`src/rtl/mux_nx1_skid.sv`:
```
// ----------------------------------------------------------------------------
// mux_nx1_skid
//
// Purpose:
//   Parametrised N:1 select mux with a registered, flow-controlled output
//   stage. The selected word (plus an out-of-range error flag) is captured
//   into a 2-entry skid buffer. A stalled consumer therefore never causes a
//   selected word to be dropped. There is no combinational path from the
//   input side to out_*. in_ready depends only on the buffer state.
//
// Parameters:
//   WIDTH   data width of each input and of the output (default 32)
//   NUM_IN  number of inputs, legal range 2..16 (default 3)
//   SEL_W   derived select width, $clog2(NUM_IN); not user-settable
//
// Ports:
//   clk        in   rising-edge clock
//   rst_n      in   asynchronous active-low reset
//   in_data    in   packed inputs; input k is in_data[k*WIDTH +: WIDTH]
//   sel        in   input index, sampled with in_data
//   in_valid   in   upstream offers a word and a select
//   in_ready   out  buffer can accept a word (low only when both entries full)
//   out_data   out  head word of the buffer
//   out_err    out  head word came from an out-of-range select
//   out_valid  out  head word is valid
//   out_ready  in   downstream takes the head word
//   err_clr    in   (MUX_ERR_CNT_EN only) synchronous clear of err_cnt
//   err_cnt    out  (MUX_ERR_CNT_EN only) saturating count of accepted
//                   out-of-range selects
//
// Optional feature macro: MUX_ERR_CNT_EN
// ----------------------------------------------------------------------------
module mux_nx1_skid #(
    parameter  int WIDTH  = 32,
    parameter  int NUM_IN = 3,
    localparam int SEL_W  = $clog2(NUM_IN)
) (
    input  logic                    clk,
    input  logic                    rst_n,
    input  logic [NUM_IN*WIDTH-1:0] in_data,
    input  logic [SEL_W-1:0]        sel,
    input  logic                    in_valid,
    output logic                    in_ready,
    output logic [WIDTH-1:0]        out_data,
    output logic                    out_err,
    output logic                    out_valid,
    input  logic                    out_ready
`ifdef MUX_ERR_CNT_EN
    ,
    input  logic                    err_clr,
    output logic [7:0]              err_cnt
`endif
);

    // Buffer occupancy, decoded from the two valid bits.
    typedef enum logic [1:0] {
        ST_EMPTY = 2'd0,
        ST_ONE   = 2'd1,
        ST_FULL  = 2'd2
    } state_t;

    logic             r_mainValid;
    logic [WIDTH-1:0] r_mainData;
    logic             r_mainErr;
    logic             r_skidValid;
    logic [WIDTH-1:0] r_skidData;
    logic             r_skidErr;

    logic             w_mainValidNext;
    logic [WIDTH-1:0] w_mainDataNext;
    logic             w_mainErrNext;
    logic             w_skidValidNext;
    logic [WIDTH-1:0] w_skidDataNext;
    logic             w_skidErrNext;

    logic [WIDTH-1:0] w_capData;
    logic             w_capErr;
    logic             w_accept;
    logic             w_pop;
    state_t           w_state;

    // The select is compared against every legal index rather than used as a
    // part-select offset, so an out-of-range select never reads past the end
    // of in_data. An out-of-range select yields a zero word with the error
    // flag set.
    always_comb begin
        w_capData = '0;
        w_capErr  = 1'b1;
        for (int k = 0; k < NUM_IN; k++) begin
            if (sel == SEL_W'(k)) begin
                w_capData = in_data[k*WIDTH +: WIDTH];
                w_capErr  = 1'b0;
            end
        end
    end

    assign in_ready  = !r_skidValid;
    assign w_accept  = in_valid && in_ready;
    assign w_pop     = r_mainValid && out_ready;

    assign out_data  = r_mainData;
    assign out_err   = r_mainErr;
    assign out_valid = r_mainValid;

    always_comb begin
        if (r_skidValid) begin
            w_state = ST_FULL;
        end else if (r_mainValid) begin
            w_state = ST_ONE;
        end else begin
            w_state = ST_EMPTY;
        end
    end

    // Next-state logic for the two entries. Every register defaults to
    // holding its value, so out_data and out_err keep the last word while
    // the buffer is empty.
    always_comb begin
        w_mainValidNext = r_mainValid;
        w_mainDataNext  = r_mainData;
        w_mainErrNext   = r_mainErr;
        w_skidValidNext = r_skidValid;
        w_skidDataNext  = r_skidData;
        w_skidErrNext   = r_skidErr;

        case (w_state)
            ST_EMPTY: begin
                if (w_accept) begin
                    w_mainValidNext = 1'b1;
                    w_mainDataNext  = w_capData;
                    w_mainErrNext   = w_capErr;
                end
            end
            ST_ONE: begin
                if (w_accept && w_pop) begin
                    w_mainDataNext  = w_capData;
                    w_mainErrNext   = w_capErr;
                end else if (w_accept) begin
                    w_skidValidNext = 1'b1;
                    w_skidDataNext  = w_capData;
                    w_skidErrNext   = w_capErr;
                end else if (w_pop) begin
                    w_mainValidNext = 1'b0;
                end
            end
            ST_FULL: begin
                // in_ready is low here, so only a pop can happen.
                if (w_pop) begin
                    w_mainDataNext  = r_skidData;
                    w_mainErrNext   = r_skidErr;
                    w_skidValidNext = 1'b0;
                end
            end
            default: begin
                w_mainValidNext = 1'b0;
                w_skidValidNext = 1'b0;
            end
        endcase
    end

    always_ff @(posedge clk or negedge rst_n) begin
        if (!rst_n) begin
            r_mainValid <= 1'b0;
            r_mainData  <= '0;
            r_mainErr   <= 1'b0;
            r_skidValid <= 1'b0;
            r_skidData  <= '0;
            r_skidErr   <= 1'b0;
        end else begin
            r_mainValid <= w_mainValidNext;
            r_mainData  <= w_mainDataNext;
            r_mainErr   <= w_mainErrNext;
            r_skidValid <= w_skidValidNext;
            r_skidData  <= w_skidDataNext;
            r_skidErr   <= w_skidErrNext;
        end
    end

`ifdef MUX_ERR_CNT_EN
    logic [7:0] r_errCnt;

    // Counts accepted words with an out-of-range select and saturates at 255.
    // A clear on the same edge as a counted error wins.
    always_ff @(posedge clk or negedge rst_n) begin
        if (!rst_n) begin
            r_errCnt <= 8'd0;
        end else if (err_clr) begin
            r_errCnt <= 8'd0;
        end else if (w_accept && w_capErr && (r_errCnt != 8'hFF)) begin
            r_errCnt <= r_errCnt + 8'd1;
        end
    end

    assign err_cnt = r_errCnt;
`endif

endmodule
```
`config.mk`:
```
export PLATFORM = sky130hd
export DESIGN_NAME = mux_nx1_skid
export DESIGN_NICKNAME = d
export VERILOG_FILES = /design/src/rtl/mux_nx1_skid.sv
export SDC_FILE = /design/constraint.sdc
export NUM_CORES = 1
export LEC_CHECK = 0
export ABC_AREA = 0
export ABC_CLOCK_PERIOD_IN_PS = 4600
export CELL_PAD_IN_SITES_DETAIL_PLACEMENT = 1
export CELL_PAD_IN_SITES_GLOBAL_PLACEMENT = 2
export CORE_MARGIN = 5
export CORE_UTILIZATION = 29
export DETAILED_ROUTE_END_ITERATION = 8
export GPL_ROUTABILITY_DRIVEN = 0
export MAX_ROUTING_LAYER = met4
export PLACE_DENSITY_LB_ADDON = 0.1
export SLEW_MARGIN = 20
export SYNTH_ARGS = -nofsm -noshare
export SYNTH_HDL_FRONTEND = slang
export SYNTH_SLANG_ARGS = --single-unit
```
`constraint.sdc`:
```
create_clock -name clk -period 4.6 [get_ports clk]
set_input_delay 0.46 -clock clk [delete_from_list [all_inputs] [get_ports clk]]
set_output_delay 0.46 -clock clk [all_outputs]
set_load 0.02 [all_outputs]
```
==> impl_metrics.env <==
export IMPL_route_detailed_drc=0
export IMPL_dr_pass1_iters=4
export IMPL_ios=137
export IMPL_critical_path_max_fanout=39
export IMPL_arrival_ps=3170
export IMPL_end_kind="register"
export IMPL_preCtsSetupSlack_ps=1542
export IMPL_initialDrtViolationCount=107
export IMPL_initial_core_util_pct=29.22
export IMPL_ant_nets=0
export IMPL_wl_um=11680
export IMPL_grt_pass1_wl_um=18820
export IMPL_syn_to_final_growth_pct=47.72
export IMPL_grt_usage_pct=16.34
export IMPL_nets=563
export IMPL_rr_endpoint="out_data[27]$_DFFE_PN0P_"
export IMPL_synth_cell_types=23
export IMPL_vias_per_cell=5.125
export IMPL_syn_num_nets=453
export IMPL_setup_ws_ps=1581
export IMPL_cts_tree="yes"
export IMPL_clkLatencyLatePin_ps=310
export IMPL_tns_ps=0
export IMPL_cp_required_ps=4750
export IMPL_crit_path_end="out_data[27]$_DFFE_PN0P_"
export IMPL_avgSynthCellArea_um2=10.38
export IMPL_crit_start="out_valid$_DFFE_PN0P_"
export IMPL_ctsResizeCount=0
export IMPL_cts_root_buf="clkbuf_16"
export IMPL_cts_buffers=9
export IMPL_tightest_slew_ps=1007
export IMPL_reg2reg_setup_slack_ps=1580
export IMPL_p_leak_nw=2.214
export IMPL_finalHoldViolations=0
export IMPL_num_vias=3270
export IMPL_worstReg2RegStart="out_valid$_DFFE_PN0P_"
export IMPL_crit_type="reg -> reg"
export IMPL_path_depth=3
export IMPL_slew_violations=0
export IMPL_max_freq_mhz=331.2
export IMPL_layout_cells_non_filler=638
export IMPL_htree_levels=3
export IMPL_rsz0062_at_grt="no"
export IMPL_worstPathCellList="nor2b_4 > or3_2 > o211ai_1"
export IMPL_outcome="completed"
export IMPL_path_buf_inv=0
export IMPL_syn_inst=351
export IMPL_dpl_hpwl_um=7549
export IMPL_core_mm2=0.01247
export IMPL_syn_area_mm2=0.003642
export IMPL_dp_cells=622
export IMPL_wl_per_cell_um=18.31
export IMPL_ys_ff_latch=68
export IMPL_powerDensity_mw_per_mm2=587.8
export IMPL_finalSetupViolCount=0
export IMPL_layout_min_cycle_time_ps=3019
export IMPL_max_slew_margin_rel_pct=32.87
export IMPL_fp_dieW_um=122.1
export IMPL_drive_gt1_share_pct=13.09
export IMPL_fillers=1402
export IMPL_clk_path_buf_depth=2
export IMPL_drv_cap=0
export IMPL_post_cts_buffers=0
export IMPL_grt_pass1_vias=3600
export IMPL_numPortBuffers=136
export IMPL_yosys_warnings=0
export IMPL_antenna_found_initial=0
export IMPL_rr_worst_depth=3
export IMPL_slowest_stage="or3_2"
export IMPL_period_share_pct=65.63
export IMPL_die_area_mm2=0.01490
export IMPL_ir_worst_vdd_mv=0.2532
export IMPL_critPathMaxStageDelay_ps=930
export IMPL_rows=41
export IMPL_grt_max_degree=69
export IMPL_antennaDiodeCount=0
export IMPL_cts_hold_buf=0
export IMPL_fin_skew_ps=4.778
export IMPL_cts_clk_slew_worst_paths_ps=60
export IMPL_cts_sinks=68
export IMPL_hold_path_class="in -> async"
export IMPL_die_height_um=122.1
export IMPL_critPathLaunchType="register"
export IMPL_path_delay_family="simple AND/OR/NAND/NOR gates"
export IMPL_grt_overflow=0
export IMPL_ys_seq_area_share_pct=46.72
export IMPL_final_util_pct=43.16
export IMPL_total_power_mw=3.162
metal layers:
layer	vias up	share of wire (%)	track usage, %
met5	-	0	-
met4	0	0.39	3.709
met3	2	5.7	3.853
met2	88	49	27.45
met1	1630	45	20.06
li1	1550	-	-
placed cells by master (no fill, tap or decap), types with 3 or more instances in the layout:
cell type	netlist	routed
o21ai_1	3	3
clkdlybuf4s50_1	0	132
nand2_1	3	3
clkbuf_16	0	9
clkinv_2	0	3
a21oi_1	34	34
buf_4	1	5
mux2i_1	33	32
buf_2	16	3
a2bb2oi_1	32	32
nand4_1	32	32
dfrtp_1	68	66
o21ai_0	31	31
nor2_1	33	33
o211ai_2	30	30
layout make-up:
| class | count | area [um^2] | share of cell area [%] |
|---|---|---|---|
| multi-input combinational | 240 | 1762 | 32.74 |
| sequential | 68 | 1704 | 31.67 |
| timing repair buffer | 140 | 1374 | 25.53 |
| clock buffer | 11 | 242.7 | 4.512 |
| tap | 172 | 215.2 | 4.000 |
| clock inverter | 5 | 75.07 | 1.395 |
| inverter | 2 | 7.507 | 0.1395 |
worst reg2reg max path, stage by stage, from the launching register on:
cell,delay (ps)
dfrtp_2,890
nor2b_4,840
or3_2,930
o211ai_1,200
how the worst min path moves through the flow:
stage | startpoint | endpoint | slack, ps
detailed placement | out_err$_DFFE_PN0P_ | out_err$_DFFE_PN0P_ | 500
floorplan | rst_n | out_data[0]$_DFFE_PN0P_ | 160
global route | rst_n | r_skidData[26]$_DFFE_PN0P_ | 340
global placement | out_err$_DFFE_PN0P_ | out_err$_DFFE_PN0P_ | 500
CTS | rst_n | r_skidData[26]$_DFFE_PN0P_ | 300
finish | rst_n | r_skidData[26]$_DFFE_PN0P_ | 250
metrics by stage:
stage	instance area, um^2	hold slack, ps
2_1_floorplan	3642	164.4
3_3_place_gp	5062	504.5
4_1_cts	5380	303.9
3_5_place_dp	5062	502.9
6_report	5380	245.1
5_1_grt	5380	344.7
report_power, final:
group          switching, mW  internal (mW)
combinational          0.675          0.603
sequential             0.264          0.885
clock                  0.249          0.487
total                   1.19           1.97
cell usage after synthesis:
cell,number,area share (%)
buf_4,1,0.21
buf_6,3,0.93
o21ai_0,31,4.3
buf_1,1,0.10
or3_1,1,0.17
nor2_1,33,3.4
nand4_1,32,5.5
clkbuf_1,20,2.1
a21oi_1,34,4.7
mux2_2,1,0.31
o211ai_2,30,10
nand2_1,3,0.31
inv_1,2,0.21
and4bb_1,1,0.34
mux2i_1,33,9.1
a22o_1,1,0.24
nor2b_1,2,0.34
o21ai_1,3,0.41
buf_2,16,2.2
nand3_1,1,0.14
a2bb2oi_1,32,7.7
o211ai_1,2,0.41
dfrtp_1,68,47
flip-flops by register name, summed over array words and instances (netlist names):
name         count
out_data        32
out_err          1
out_valid        1
r_skidData      32
r_skidErr        1
r_skidValid      1
logic make-up after synthesis:
group	count (synthesis)	share of synthesized area [%]
compound gates	133	28.00
buf+inv	43	5.703
flops	68	46.72
mux	34	9.378
simple gates	73	10.20
Note: power is estimated with default switching activity, not from simulation.
